$ cat src/rtl/s_cell_array.sv
`default_nettype none
// ============================================================================
//  Module   : s_cell_array
//  Purpose  : Runtime-programmable array of lookup-table logic cells. Each
//             channel gates paired A/B operands into a select, indexes its
//             truth table and drives its output either combinationally or
//             from a per-channel enable flop. Tables and modes are shifted in
//             serially into a shadow store and committed to the live store
//             in a single cycle.
//  Revision : 1.0  initial release
// ============================================================================
module s_cell_array #(
  parameter int CH       = 4,
  parameter int SEL_BITS = 2
) (
  input  logic                   CLK,
  input  logic                   CLR_N,
  input  logic                   EN,
  input  logic [CH*SEL_BITS-1:0] A,
  input  logic [CH*SEL_BITS-1:0] B,
  output logic [CH-1:0]          out,
  input  logic                   cfg_start,
  input  logic                   cfg_bit,
  input  logic                   cfg_valid,
  output logic                   cfg_ready,
  output logic                   cfg_done,
  output logic                   busy
);

  // Per-channel frame: 2^SEL_BITS table bits followed by one mode bit.
  localparam int c_tbl     = 1 << SEL_BITS;
  localparam int c_frame   = c_tbl + 1;
  localparam int c_cfg_len = CH * c_frame;
  localparam int c_cnt_w   = (c_cfg_len > 1) ? $clog2(c_cfg_len) : 1;

  localparam logic [c_cnt_w-1:0] c_cnt_last = c_cnt_w'(c_cfg_len - 1);
  localparam logic [c_cnt_w-1:0] c_cnt_one  = c_cnt_w'(1);

  typedef enum logic [1:0] {
    S_IDLE   = 2'd0,
    S_LOAD   = 2'd1,
    S_COMMIT = 2'd2
  } state_t;

  state_t                 r_state;
  state_t                 w_state_nxt;
  logic [c_cnt_w-1:0]     r_cnt;
  logic [c_cfg_len-1:0]   r_shadow;
  logic [c_cfg_len-1:0]   r_active;
  logic                   r_done;

  logic                   w_accept;
  logic                   w_restart;
  logic                   w_commit;
  logic                   w_ready;
  logic                   w_busy;

  // Configuration FSM state register.
  always_ff @(posedge CLK or negedge CLR_N) begin
    if (!CLR_N) begin
      r_state <= S_IDLE;
    end else begin
      r_state <= w_state_nxt;
    end
  end

  // Next-state decode plus the handshake/control strobes for the load path.
  // A start request always wins over a data bit in the same cycle.
  always_comb begin
    w_state_nxt = r_state;
    w_accept    = 1'b0;
    w_restart   = 1'b0;
    w_commit    = 1'b0;
    w_ready     = 1'b0;
    w_busy      = 1'b0;
    case (r_state)
      S_IDLE: begin
        if (cfg_start) begin
          w_restart   = 1'b1;
          w_state_nxt = S_LOAD;
        end
      end
      S_LOAD: begin
        w_ready = 1'b1;
        w_busy  = 1'b1;
        if (cfg_start) begin
          w_restart = 1'b1;
        end else if (cfg_valid) begin
          w_accept = 1'b1;
          if (r_cnt == c_cnt_last) begin
            w_state_nxt = S_COMMIT;
          end
        end
      end
      S_COMMIT: begin
        w_busy      = 1'b1;
        w_commit    = 1'b1;
        w_state_nxt = S_IDLE;
      end
      default: begin
        w_state_nxt = S_IDLE;
      end
    endcase
  end

  // Bit counter: cleared on (re)start, advances per accepted bit and parks
  // on its terminal value instead of wrapping.
  always_ff @(posedge CLK or negedge CLR_N) begin
    if (!CLR_N) begin
      r_cnt <= '0;
    end else if (w_restart) begin
      r_cnt <= '0;
    end else if (w_accept && (r_cnt != c_cnt_last)) begin
      r_cnt <= r_cnt + c_cnt_one;
    end
  end

  // Shadow store: the accepted bit lands at the position named by the counter.
  always_ff @(posedge CLK or negedge CLR_N) begin
    if (!CLR_N) begin
      r_shadow <= '0;
    end else if (w_accept) begin
      for (int k = 0; k < c_cfg_len; k++) begin
        if (r_cnt == c_cnt_w'(k)) begin
          r_shadow[k] <= cfg_bit;
        end
      end
    end
  end

  // Live store: copied from the shadow in one edge so no partial config is seen.
  always_ff @(posedge CLK or negedge CLR_N) begin
    if (!CLR_N) begin
      r_active <= '0;
    end else if (w_commit) begin
      r_active <= r_shadow;
    end
  end

  // Commit pulse, registered so it appears in the cycle after COMMIT.
  always_ff @(posedge CLK or negedge CLR_N) begin
    if (!CLR_N) begin
      r_done <= 1'b0;
    end else begin
      r_done <= w_commit;
    end
  end

  assign cfg_ready = w_ready;
  assign busy      = w_busy;
  assign cfg_done  = r_done;

  genvar gc;
  genvar gi;
  generate
    for (gc = 0; gc < CH; gc++) begin : g_ch
      logic [SEL_BITS-1:0] w_sel;
      logic [c_tbl-1:0]    w_tbl;
      logic                w_mode;
      logic                w_lut;
      logic                r_flop;

      // Even select bits AND the operand pair, odd select bits OR it.
      for (gi = 0; gi < SEL_BITS; gi++) begin : g_sel
        if ((gi % 2) == 0) begin : g_even
          assign w_sel[gi] = A[gc*SEL_BITS + gi] & B[gc*SEL_BITS + gi];
        end else begin : g_odd
          assign w_sel[gi] = A[gc*SEL_BITS + gi] | B[gc*SEL_BITS + gi];
        end
      end

      assign w_tbl  = r_active[gc*c_frame +: c_tbl];
      assign w_mode = r_active[gc*c_frame + c_tbl];
      assign w_lut  = w_tbl[w_sel];

      // Channel flop tracks the lookup whenever enabled, independent of mode.
      always_ff @(posedge CLK or negedge CLR_N) begin
        if (!CLR_N) begin
          r_flop <= 1'b0;
        end else if (EN) begin
          r_flop <= w_lut;
        end
      end

      assign out[gc] = w_mode ? r_flop : w_lut;
    end
  endgenerate

endmodule
`default_nettype wire
$ cat config.mk
export PLATFORM = sky130hd
export DESIGN_NAME = s_cell_array
export DESIGN_NICKNAME = d
export VERILOG_FILES = /design/src/rtl/s_cell_array.sv
export SDC_FILE = /design/constraint.sdc
export NUM_CORES = 1
export LEC_CHECK = 0
export CAP_MARGIN = 10
export CORE_MARGIN = 2
export CORE_UTILIZATION = 50
export CTS_CLUSTER_SIZE = 30
export DETAILED_ROUTE_END_ITERATION = 7
export HOLD_SLACK_MARGIN = 0.15
export PLACE_DENSITY_LB_ADDON = 0.08
export SLEW_MARGIN = 5
export SYNTH_ARGS = -nofsm -noshare
export SYNTH_HDL_FRONTEND = slang
export SYNTH_SLANG_ARGS = --single-unit
$ cat constraint.sdc
create_clock -name CLK -period 1.57 [get_ports CLK]
set_input_delay 0.157 -clock CLK [delete_from_list [all_inputs] [get_ports CLK]]
set_output_delay 0.157 -clock CLK [all_outputs]
set_load 0.01 [all_outputs]
==> metrics.md <==
| Metric | Value |
|---|---|
| Outcome | `finished, violations left` |
| Failing checks | `negative setup slack` |
| Pwr per Cell Area | `987.6 nW/um^2` |
| Synth Register Bits | `52` |
| Most frequent cell after synthesis | `dfrtp_1` |
| Final Net Count | `266` |
| Mapped cell area | `2495 sq um` |
| Filler cells | `351` |
| Sw Ratio | `0.3009` |
| Htree depth | `2` |
| CTS tree | `done` |
| Synth top area share | `0.5216` |
| GRT overflow | `0` |
| Fin util | `0.6763` |
| Clk buf depth | `2` |
| Peak fanout along the critical path | `2` |
| Sequential power share | `0.479` |
| Syn Nets | `217` |
| RSZ-0062 raised after global routing | `true` |
| Sw Pwr | `0.9555 mW` |
| Die Ht | `74.64 um` |
| Max-cap violations | `0` |
| Die ar. | `5571 sq um` |
| Seq/Total Area, Yosys | `0.5216` |
| Initial Util | `0.5247` |
| Final period utilization | `1.108` |
| Initial antenna violation count | `0` |
| Vias/cell | `5.345` |
| Num rows | `25` |
| Ys async rst share | `1.000` |
| Final count of hold timing violations | `0` |
| Class of the worst hold path | `input port to async pin` |
| Clk pwr share | `0.254` |
| Cells after Synth | `187` |
| Crit Path Category | `register to output pin` |
| P&R area growth vs syn | `28.89%` |
| GRT Total Usage | `0.1852` |
| Internal power | `2.220 mW` |
| Synth top area cells | `dfrtp_1 (52%), mux2_2 (17%), mux2_4 (6.0%)` |
| Post-synth EDFFs | `0` |
| Clock root buffer | `clkbuf_8` |
| # clock sinks | `52` |
| Area leader, netlist | `dfrtp_1` |
| Post-layout power | `3.176 mW` |
| Comb power frac | `0.267` |
| DR pass1 iterations | `4` |
| Clock transition at path regs | `0.09 ns` |
| Worst setup SP type | `register` |
| Core area | `4755 sq um` |
| Worst Path Arrival | `1.58 ns` |
| Slew headroom | `0.7550` |
| Layout cell share with drive strength beyond 1 | `0.4726` |
| RePlAce Congestion | `0.8807` |
| Worst-Margin Slew | `0.3675 ns` |
| Req. time, crit path | `1.41 ns` |
| Peak VDD IR | `618.1 uV` |
| Setup WS post-layout | `-0.1698 ns` |
| First-pass GRT wire length | `7.728 mm` |
| Final WL | `4.854 mm` |
| Port Buffers | `28` |
| Setup violators final | `9` |
| Ys flop type | `dfrtp_1` |
| CTS buffer count | `5` |
| Via count | `1625` |
| Vias in the first global route | `1609` |
| Post-synth cell types | `32` |
| Avg Inst Size Synth | `13.34 sq um` |
| Static Leak | `1.513 nW` |
| Slew Limit Fails | `0` |
| Most common library cells after synthesis | `dfrtp_1 (52), mux2_2 (38), nand3_1 (16)` |
| Crit path time final | `1.740 ns` |
| Clk_lat worst skew | `0.30 ns` |
| Critical Path Sink Type | `output pin` |
| Drt initial violations | `107` |
| Final Skew | `0.005848 ns` |
| DRC errors left | `0` |
| Die width | `74.64 um` |
| Antenna-violating nets left | `0` |
| Ports | `29` |
| Diode count | `0` |
| Synth warn | `0` |
| F_max | `574.8 MHz` |
| Routed length per placed instance | `15.97 um` |
| Post-DP HPWL | `3.292 mm` |
| Largest net degree at the start of global routing | `53` |
-- cells by family (layout without fill, tap and decap cells) --
family / count (synthesis) / after routing / synth area share
compound gates: 11 / 11 / 0.02558
fa+ha+maj: 8 / 8 / 0.04012
buf+inv: 14 / 63 / 0.02708
flops: 52 / 52 / 0.5216
mux: 53 / 53 / 0.2718
simple gates: 49 / 50 / 0.1138
-- registers in the layout, summed over array words and instances, names as in the netlist --
register and flops:
r_shadow 20, r_active 20, cfg_done 1, r_cnt 5, r_state 2, g_ch.r_flop 4
-- timing repair --
| item | CTS | global route |
|---|---|---|
| resized for setup | 37 | 20 |
| hold endpoints to repair | 52 | 0 |
| gates cloned | 1 | 0 |
| hold buffers | 1 | 0 |
| buffers inserted | 2 | 4 |
| pin swaps | 4 | 8 |
| endpoints found under the setup margin | 11 | 22 |
-- power groups by stage --
stage	registers [mW]	logic (mW)	clock network [mW]
final	1.52	0.849	0.807
after global routing	1.53	0.922	0.878
after CTS	1.51	0.732	0.816
after detailed placement	1.55	0.704	0
after global placement	1.54	0.684	0
after floorplan	1.54	0.428	0
-- metal layers --
layer / global-route usage / wire (um)
met1: 0.2480 / 2143
met2: 0.3156 / 2542
met3: 0.03614 / 151
met4: 0.04167 / 17
met5: 0 / 0
-- critical path: stages (launching register included) --
cell and delay (ns):
dfrtp_1 0.40, mux4_2 0.48, mux2_4 0.29, buf_6 0.12
-- final cells by class --
| class | count | area (sq um) | area share |
|---|---|---|---|
| flip-flops and latches | 52 | 1301 | 0.4047 |
| multi-input cells | 122 | 1257 | 0.3911 |
| repair buffers | 49 | 454.2 | 0.1412 |
| well taps | 67 | 83.83 | 0.02607 |
| clock buffers | 6 | 82.58 | 0.02568 |
| inverters | 6 | 22.52 | 0.007004 |
| clock inverters | 2 | 13.76 | 0.004280 |
-- path summary, 6_finish.rpt --
path,cells past startpoint,to,start,slack [ns]
worst max-delay path,3,out[2],r_active[10]$_DFFE_PN0P_,-0.17
worst min-delay path,3,g_ch[1].r_flop$_DFFE_PN0P_,CLR_N,0.37
worst max register to register,5,r_shadow[14]$_DFFE_PN0P_,r_state[1]$_DFFE_PN0P_,-0.04
worst min register to register,1,r_active[2]$_DFFE_PN0P_,r_shadow[2]$_DFFE_PN0P_,0.51
max in group asynchronous,3,r_cnt[1]$_DFFE_PN0P_,CLR_N,0.98
min in group CLK,1,r_active[2]$_DFFE_PN0P_,r_shadow[2]$_DFFE_PN0P_,0.51
-- stage by stage --
| stage | setup slack, ns | setup TNS [ns] | area [sq um] | hold slack (ns) | std cells |
|---|---|---|---|---|---|
| after floorplan | 0.02170 | 0 | 2507 | -0.1386 | 187 |
| after global placement | -0.5515 | -2.970 | 2952 | 0.1663 | 288 |
| after detailed placement | -0.5763 | -3.524 | 2952 | 0.1685 | 288 |
| after CTS | -0.1832 | -0.6837 | 3100 | 0.3804 | 300 |
| after global routing | -0.2276 | -1.386 | 3216 | 0.4101 | 304 |
| final | -0.1698 | -0.7237 | 3216 | 0.3687 | 304 |
-- placed cells by master, fill, tap and decap left out, drive strengths merged --
cell / count
mux2: 48
nand4: 3
nor3b: 2
and4bb: 3
inv: 7
nor2: 7
and3: 1
nand3: 17
a21oi: 2
dfrtp: 52
dlygate4sd3: 1
nand4b: 1
o31ai: 1
nand2: 9
a21boi: 1
ha: 8
clkdlybuf4s50: 13
nand3b: 3
mux2i: 1
or3: 1
clkbuf: 6
dlygate4sd2: 9
clkinv: 1
mux4: 4
buf: 25
o21ai: 5
clkdlybuf4s15: 1
nor2b: 2
a31oi: 1
and3b: 1
a211oi: 1
No activity file was read; power rests on OpenSTA's default activity.
